File: src/rtl/tdm_pkg.sv
// tdm_pkg: shared types and helpers for the TDM demultiplexer.
//   state_e    : collector FSM states
//   mode_e     : frame-size encoding seen on the mode input
//   nch()      : channels per frame for a mode code (reserved 11 -> 16)
//   frame_mask : ones in bits [n-1:0], used to scrub bits beyond the frame
package tdm_pkg;

  localparam int MAXCH = 16;

  typedef enum logic {
    IDLE,
    COLLECT
  } state_e;

  typedef enum logic [1:0] {
    M4  = 2'b00,
    M8  = 2'b01,
    M16 = 2'b10
  } mode_e;

  function automatic logic [4:0] nch(input logic [1:0] m);
    case (m)
      M4:      return 5'd4;
      M8:      return 5'd8;
      default: return 5'd16;  // M16 and the reserved code
    endcase
  endfunction

  function automatic logic [MAXCH-1:0] frame_mask(input logic [4:0] n);
    logic [MAXCH-1:0] m;
    m = '0;
    for (int i = 0; i < MAXCH; i++) m[i] = (5'(i) < n);
    return m;
  endfunction

endpackage

File: src/rtl/tdm_demux16_decoder.sv
// decoder4_16: 4-to-16 one-hot decoder with enable.
//   idx_i    : slot index
//   en_i     : when low the output is all zeros
//   onehot_o : bit idx_i set when enabled
// Mirrors the mux tree's select path; here it gates shadow-register writes.
module decoder4_16 (
  input  logic [3:0]  idx_i,
  input  logic        en_i,
  output logic [15:0] onehot_o
);

  assign onehot_o = en_i ? (16'd1 << idx_i) : 16'd0;

endmodule

File: src/rtl/tdm_demux16.sv
// tdm_demux16: rebuilds a 4/8/16-bit parallel word from a one-channel-per-clock
// serial TDM stream.
//   clk, reset : clock, synchronous active-high reset
//   din        : serial sample for the current channel
//   en         : sample valid; low freezes collection
//   sync       : frame start, din in this cycle is channel 0
//   mode       : frame size (00=4, 01=8, 10/11=16), latched on accepted sync
//   dout       : last completed frame, bit i = channel i
//   done       : one-cycle pulse when dout updates
//   busy       : high while collecting
//   ch         : channel index expected next
//   abort      : one-cycle pulse when a frame in progress is restarted
module tdm_demux16
  import tdm_pkg::*;
(
  input  logic             clk,
  input  logic             reset,
  input  logic             din,
  input  logic             en,
  input  logic             sync,
  input  logic [1:0]       mode,
  output logic [MAXCH-1:0] dout,
  output logic             done,
  output logic             busy,
  output logic [3:0]       ch,
  output logic             abort
);

  state_e           state_q, state_d;
  logic [4:0]       n_q, n_d;          // latched channels per frame
  logic [3:0]       ch_q, ch_d;
  logic [MAXCH-1:0] shadow_q, shadow_d;
  logic [MAXCH-1:0] dout_q, dout_d;
  logic             done_q, done_d;
  logic             abort_q, abort_d;

  logic             sample;
  logic [MAXCH-1:0] wr_oh;
  logic             last;

  // A plain sample only happens in COLLECT with en and no restart.
  assign sample = (state_q == COLLECT) && en && !sync;
  assign last   = (ch_q == 4'(n_q - 5'd1));

  decoder4_16 u_dec (
    .idx_i    (ch_q),
    .en_i     (sample),
    .onehot_o (wr_oh)
  );

  always_comb begin
    state_d  = state_q;
    n_d      = n_q;
    ch_d     = ch_q;
    shadow_d = shadow_q;
    dout_d   = dout_q;
    done_d   = 1'b0;
    abort_d  = 1'b0;

    case (state_q)
      IDLE: begin
        if (en && sync) begin
          n_d      = nch(mode);
          shadow_d = {{(MAXCH-1){1'b0}}, din};
          ch_d     = 4'd1;
          state_d  = COLLECT;
        end
      end
      COLLECT: begin
        if (en && sync) begin
          // Restart: drop the partial frame and begin again at channel 0.
          abort_d  = 1'b1;
          n_d      = nch(mode);
          shadow_d = {{(MAXCH-1){1'b0}}, din};
          ch_d     = 4'd1;
        end else if (en) begin
          shadow_d = (shadow_q & ~wr_oh) | ({MAXCH{din}} & wr_oh);
          if (last) begin
            dout_d  = shadow_d & frame_mask(n_q);
            done_d  = 1'b1;
            ch_d    = 4'd0;
            state_d = IDLE;
          end else begin
            ch_d = ch_q + 4'd1;
          end
        end
      end
      default: state_d = IDLE;
    endcase
  end

  always_ff @(posedge clk) begin
    if (reset) begin
      state_q  <= IDLE;
      n_q      <= 5'd16;
      ch_q     <= 4'd0;
      shadow_q <= '0;
      dout_q   <= '0;
      done_q   <= 1'b0;
      abort_q  <= 1'b0;
    end else begin
      state_q  <= state_d;
      n_q      <= n_d;
      ch_q     <= ch_d;
      shadow_q <= shadow_d;
      dout_q   <= dout_d;
      done_q   <= done_d;
      abort_q  <= abort_d;
    end
  end

  assign dout  = dout_q;
  assign done  = done_q;
  assign busy  = (state_q == COLLECT);
  assign ch    = ch_q;
  assign abort = abort_q;

endmodule

File: config.mk
export PLATFORM = sky130hd
export DESIGN_NAME = tdm_demux16
export DESIGN_NICKNAME = d
export VERILOG_FILES = /design/src/rtl/tdm_pkg.sv /design/src/rtl/tdm_demux16_decoder.sv /design/src/rtl/tdm_demux16.sv
export SDC_FILE = /design/constraint.sdc
export NUM_CORES = 1
export LEC_CHECK = 0
export BUFFER_PORTS_ARGS = -buffer_cell sky130_fd_sc_hd__buf_2
export CORE_MARGIN = 1
export CORE_UTILIZATION = 46
export CTS_BUF_LIST = sky130_fd_sc_hd__clkbuf_2 sky130_fd_sc_hd__clkbuf_4 sky130_fd_sc_hd__clkbuf_8
export DETAILED_ROUTE_END_ITERATION = 8
export PLACE_DENSITY = 0.67
export SETUP_SLACK_MARGIN = 0.1
export SKIP_CTS_REPAIR_TIMING = 1
export SLEW_MARGIN = 20
export SYNTH_ARGS = -nofsm -noshare
export SYNTH_HDL_FRONTEND = slang
export SYNTH_HIERARCHICAL = 1
export SYNTH_SLANG_ARGS = --single-unit
File: constraint.sdc
create_clock -name clk -period 2.35 [get_ports clk]
set_input_delay 0 -clock clk [delete_from_list [all_inputs] [get_ports clk]]
set_output_delay 0 -clock clk [all_outputs]
set_load 0.05 [all_outputs]
==> impl_metrics.yaml, run 1 <==
worst_setup_path:
  r2r_start: "ch[1]"
  cpMaxStageDelayCell: "or4_1"
  cp.arrival_ps: 2230
  cp_top_family: "simple AND/OR/NAND/NOR gates"
  rr_worst_depth: 6
  worst_setup_path_start_kind: "flop"
  path_buf_inv: 1
  end_kind: "flop"
  slowest_delay_ps: 520
  r2r_slack_ps: 350
  crit_chain: "ha_1 > and3b_1 > mux2i_1 > buf_4 > or4_1 > a21oi_1"
  path_class: "reg -> reg"
  critPathRequiredTime_ps: 2580
  critical_path.max_fanout: 16
  r2r-end: "dout[7]"
drt:
  drc: 0
  detail_route.wl_per_cell_um: 15.0
  ant_nets: 0
  dr.first_iter.drc_count: 107
  vias_per_cell: 5.54
  vias: 1619
  first_pass_iters: 4
  wirelength_mm: 4.37
final_layout:
  final_net_count: 251
  utilization_pct: 58.9
  layout-drive-gt1-share_pct: 23.0
  synthToLayoutAreaGrowth_pct: 18.9
  antenna_cells: 0
placement:
  io_buffers: 29
  dp_hpwl_mm: 3.01
  pre_cts_slack_ps: 416
  gp_congestion: 0.777
clock_network:
  root_buffer: "clkbuf_8"
  clkTransAtPathRegs_ps: 80
  clk_latency_ps: 300
  numCtsBuffers: 5
  clock_path_buffers: 2
  cts.htree.levels: 2
  clock_sinks: 42
  cts_tree: "built"
grt:
  grt_pass1_wl_mm: 7.22
  grt_use_total_pct: 22.3
  grt_overflow: 0
  grt_max_degree: 19
  antenna_found_initial: 0
  grt_pass1_vias: 1464
floorplanning:
  core-area_um2: 3800
  dieArea_um2: 4350
  die_h_um: 66.0
  rows: 22
  ios: 30
  die_w_um: 66.0
  start_util_pct: 49.5
sta:
  fmax_mhz: 499
  rsz0062_at_grt: "no"
  tns_ps: 0
  fin_crit_ps: 2000
  fin_skew_ps: 6.09
  worst_slew_pin_slew_ps: 572
  final-hold-violation-count: 0
  period_share_pct: 85.2
  timing.final.max_slew_violations: 0
  finalSetupViolCount: 0
  setup_ws_ps: 347
  relSlewSlack_pct: 61.5
synthesis:
  synth_seq_cells: 42
  synth_fp_nets: 217
  synth_top_family_by_area: "simple AND/OR/NAND/NOR gates"
  syn_area_per_cell_um2: 9.00
  yosysSeqAreaShare_pct: 44.7
  yosys_warnings: 6
  syn_inst: 209
  synthSimpleGateAreaFrac_pct: 21.6
  synth_edf_count: 0
  synth_mux_area_share_pct: 12.6
  synth_adder_area_share_pct: 0.665
  synth_async_sr_flop_share_pct: 0
  synth_compound_area_share_pct: 17.5
  synth_xor_area_share_pct: 0.465
  synth-main-ff-cell: "dfxtp_1"
  synth_cell_types: 37
  syn_area_um2: 1880
power_and_ir_drop:
  p_comb_share_pct: 5.9
  peakVddDrop_mv: 0.441
  p_seq_share_pct: 48.5
  power.share.clock_pct: 45.6
  leakage_nw: 0.867
  power.density_nw_per_um2: 668
  switchingPower_mw: 0.326
  p_int_mw: 1.17
  swShare_pct: 21.8
job:
  maxCapViolations: 0
outcome:
  status: "finished clean"
min_path:
  min_path_type: "in -> reg"
  hp-start: "mode[0]"
  holdPathStages: 4
  holdPathEnd: "n_q[2]"
==> synthesized netlist by cell type, types with 5 or more instances <==
library cell	n	area share, %
o21ai_0	23	6.1
a22o_1	6	2.8
clkbuf_1	6	1.2
mux2i_1	18	9.6
nand2_1	18	3.6
dfxtp_1	42	45
a21oi_1	11	2.9
or4_1	5	2.0
nor2_1	22	4.4
mux2_2	5	3.0
==> layout make-up <==
| class | count | area (um^2) |
|---|---|---|
| Tap cell | 48 | 60.1 |
| Clock inverter | 3 | 68.8 |
| Inverter | 4 | 15.0 |
| Timing Repair Buffer | 35 | 190 |
| Clock buffer | 5 | 68.8 |
| Fill cell | 360 | 1560 |
| Multi-Input combinational cell | 155 | 993 |
| Sequential cell | 42 | 842 |
==> worst register-to-register path, delay by kind of cell, from the launching register on <==
family | cells | cell delay, ps
fa+ha+maj | 1 | 280
mux | 1 | 70
compound gates | 1 | 180
simple gates | 2 | 720
flops | 1 | 500
buf+inv | 1 | 200
==> per-stage QoR <==
step	std cells	power (mW)	hold WS [ps]	cell area, um^2
floorplan	209	0.799	217	1880
global route	292	1.55	77.8	2240
global placement	284	0.829	331	2100
detailed placement	284	0.829	344	2100
CTS	292	1.51	32.9	2240
finish	292	1.49	37.0	2240
==> power by group through the flow <==
stage                     sequential [mW]  clock [mW]  combinational [mW]
after CTS                           0.725       0.693              0.0879
after global placement              0.742           0              0.0871
after detailed placement            0.742           0              0.0875
after global routing                0.726       0.731              0.0971
after floorplan                     0.753           0              0.0463
final                               0.725       0.682              0.0882
==> cell usage in the layout, fill, tap and decap left out, drive strengths merged, types with 3 or more instances in the layout <==
master and count:
a21oi 11, a22o 6, a31o 4, buf 35, clkbuf 5, dfxtp 42, inv 3, mux2 5
mux2i 18, nand2 18, nand3b 3, nor2 23, nor2b 4, nor3 5, nor4 4, o21ai 23
o2bb2ai 4, or4 5
==> kinds of logic (layout without fill, tap and decap cells) <==
group,count (synthesis),count (layout)
adders and majority gates,1,1
DFF,42,42
muxes,23,23
AOI/OAI and AO/OA,53,53
buffers and inverters,12,47
xor gates and xnor gates,1,1
and+or+nand+nor,77,77
==> registers in the layout (all words and copies together) (netlist names) <==
name / cells
abort: 1
n_q: 3
busy: 1
dout: 16
done: 1
shadow_q: 16
ch: 4
==> metal layers <==
metal / vias up / GRT usage, % / part of all wire [%]
met3: 4 / 5.17 / 4.8
met5: - / 0 / 0
met4: 0 / 10.4 / 1.2
met2: 44 / 31.8 / 42
met1: 743 / 31.5 / 52
li1: 828 / - / -
==> how the worst max path moves through the flow <==
| stage | endpoint | cells after the start | start | slack (ps) |
|---|---|---|---|---|
| final | dout[7] | 6 | ch[1] | 350 |
| after global routing | dout[7] | 6 | ch[1] | 210 |
| after CTS | dout[7] | 6 | ch[1] | 370 |
| after detailed placement | dout[7] | 6 | ch[1] | 420 |
| after global placement | dout[0] | 7 | busy | 440 |
| after floorplan | dout[4] | 5 | ch[0] | 270 |
Note: power is estimated with default switching activity, not from simulation.
==> inputs of run 2 (changes only) <==
==> constraint.sdc (replaced) <==
create_clock -name clk -period 1.89 [get_ports clk]
set_input_delay 0 -clock clk [delete_from_list [all_inputs] [get_ports clk]]
set_output_delay 0 -clock clk [all_outputs]
set_load 0.05 [all_outputs]
==> impl_metrics.yaml, run 2 (synthesized netlist as in run 1, its figures left out) <==
grt:
  grt_use_total_pct: 22.3
  grt_max_degree: 19
  grt_pass1_vias: 1588
  grt_overflow: 0
  grt_pass1_wl_mm: 7.35
  antenna_found_initial: 0
job:
  maxCapViolations: 0
sta:
  period_share_pct: 93.4
  rsz0062_at_grt: "yes"
  worst_slew_pin_slew_ps: 512
  timing.final.max_slew_violations: 0
  setup_ws_ps: 125
  whs_ps: 20.7
  fin_skew_ps: 8.87
  finalSetupViolCount: 0
  fmax_mhz: 566
  fin_crit_ps: 1770
  relSlewSlack_pct: 65.6
  final-hold-violation-count: 0
power_and_ir_drop:
  p_comb_share_pct: 7.3
  power.density_nw_per_um2: 696
  swShare_pct: 24.6
  power.share.clock_pct: 37.2
  leakage_nw: 0.885
  p_int_mw: 1.22
  p_seq_share_pct: 55.5
  peakVddDrop_mv: 0.490
  switchingPower_mw: 0.398
final_layout:
  final_cell_mix: "37 x dfxtp_1, 29 x buf_2, 23 x o21ai_0"
  synthToLayoutAreaGrowth_pct: 23.4
  layout-drive-gt1-share_pct: 31.0
  mostFrequentLayoutCell: "dfxtp_1"
  final_net_count: 259
  antenna_cells: 0
  stdcell_area_um2: 2320
  final_cells: 300
  n_fill_cell: 335
clock_network:
  root_buffer: "clkbuf_8"
  clkTransAtPathRegs_ps: 80
  clock_sinks: 42
  cts_tree: "built"
  clk_latency_ps: 290
  numCtsBuffers: 5
  clock_path_buffers: 2
  cts.htree.levels: 2
drt:
  wirelength_mm: 4.40
  first_pass_iters: 4
  drc: 0
  detail_route.wl_per_cell_um: 14.7
  ant_nets: 0
  vias_per_cell: 5.57
  dr.first_iter.drc_count: 84
  vias: 1672
worst_setup_path:
  end_kind: "flop"
  cp.arrival_ps: 1950
  critPathRequiredTime_ps: 2080
  worst_setup_path_start_kind: "flop"
  path_class: "reg -> reg"
  critical_path.max_fanout: 4
floorplanning:
  die_h_um: 66.0
  core-area_um2: 3800
  dieArea_um2: 4350
  rows: 22
  die_w_um: 66.0
  ios: 30
  start_util_pct: 49.5
placement:
  dp_hpwl_mm: 3.11
  pre_cts_slack_ps: 91.4
  dp.cells: 289
  gp_congestion: 0.783
  placed_area_um2: 2160
  io_buffers: 29
min_path:
  min_path_type: "in -> reg"
outcome:
  status: "finished clean"
[run 2: changes by cell type in the layout (fill, tap and decap cells not counted), moves of 2 or more]
cell       change
buf_4          +8
bufinv_16      -2
dfxtp_1        -4
dfxtp_4        +4
nor2_1         -2
nor2_2         +2
[run 2: final timing paths]
| check | startpoint | cells after the start | end | slack, ps |
|---|---|---|---|---|
| worst max-delay path | busy | 7 | dout[1] | 120 |
| worst min register to register | shadow_q[4] | 2 | shadow_q[4] | 460 |
| worst max register to register | busy | 7 | dout[1] | 120 |
| worst min-delay path | mode[0] | 4 | n_q[2] | 20 |
[run 2: routing by layer]
layer  vias to the layer above  part of all wire [%]  global-route usage, %
met5                         -                     0                      0
met4                         0                   2.7                   9.31
met3                        15                   4.6                   4.83
met2                        51                    43                   34.8
met1                       767                    50                   29.5
li1                        839                     -                      -
[run 2: through the flow]
step	utilization, %	TNS, ps	power [mW]
2_1_floorplan	-	-12.1	0.993
3_3_place_gp	56.8	0	1.03
3_5_place_dp	56.8	0	1.03
4_1_cts	59.3	0	1.62
5_1_grt	61.1	0	1.67
6_report	61.1	0	1.62
[run 2: area by class of cell]
type / count / area [um^2] / area share [%]
Tap cell: 48 / 60.1 / 2.59
Clock inverter: 2 / 12.5 / 0.539
Clock buffer: 6 / 82.6 / 3.56
Timing Repair Buffer: 43 / 250 / 10.8
Inverter: 4 / 15.0 / 0.647
Multi-Input combinational cell: 155 / 1040 / 45.0
Sequential cell: 42 / 857 / 36.9
[run 2: power groups by stage]
stage                     logic (mW)  clock network [mW]  registers, mW
after floorplan               0.0581                   0          0.935
after global placement         0.111                   0          0.919
after detailed placement       0.111                   0          0.920
after CTS                      0.111               0.614          0.899
after global routing           0.131               0.644          0.899
final                          0.118               0.602          0.897
[run 2: worst max-delay path, stage by stage, from the launching register on]
cell and delay, ps:
dfxtp_4 360, nand3b_1 110, inv_2 90, or3b_4 420, nor2_2 110, mux2i_1 230
nor2_1 60, mux2_2 270
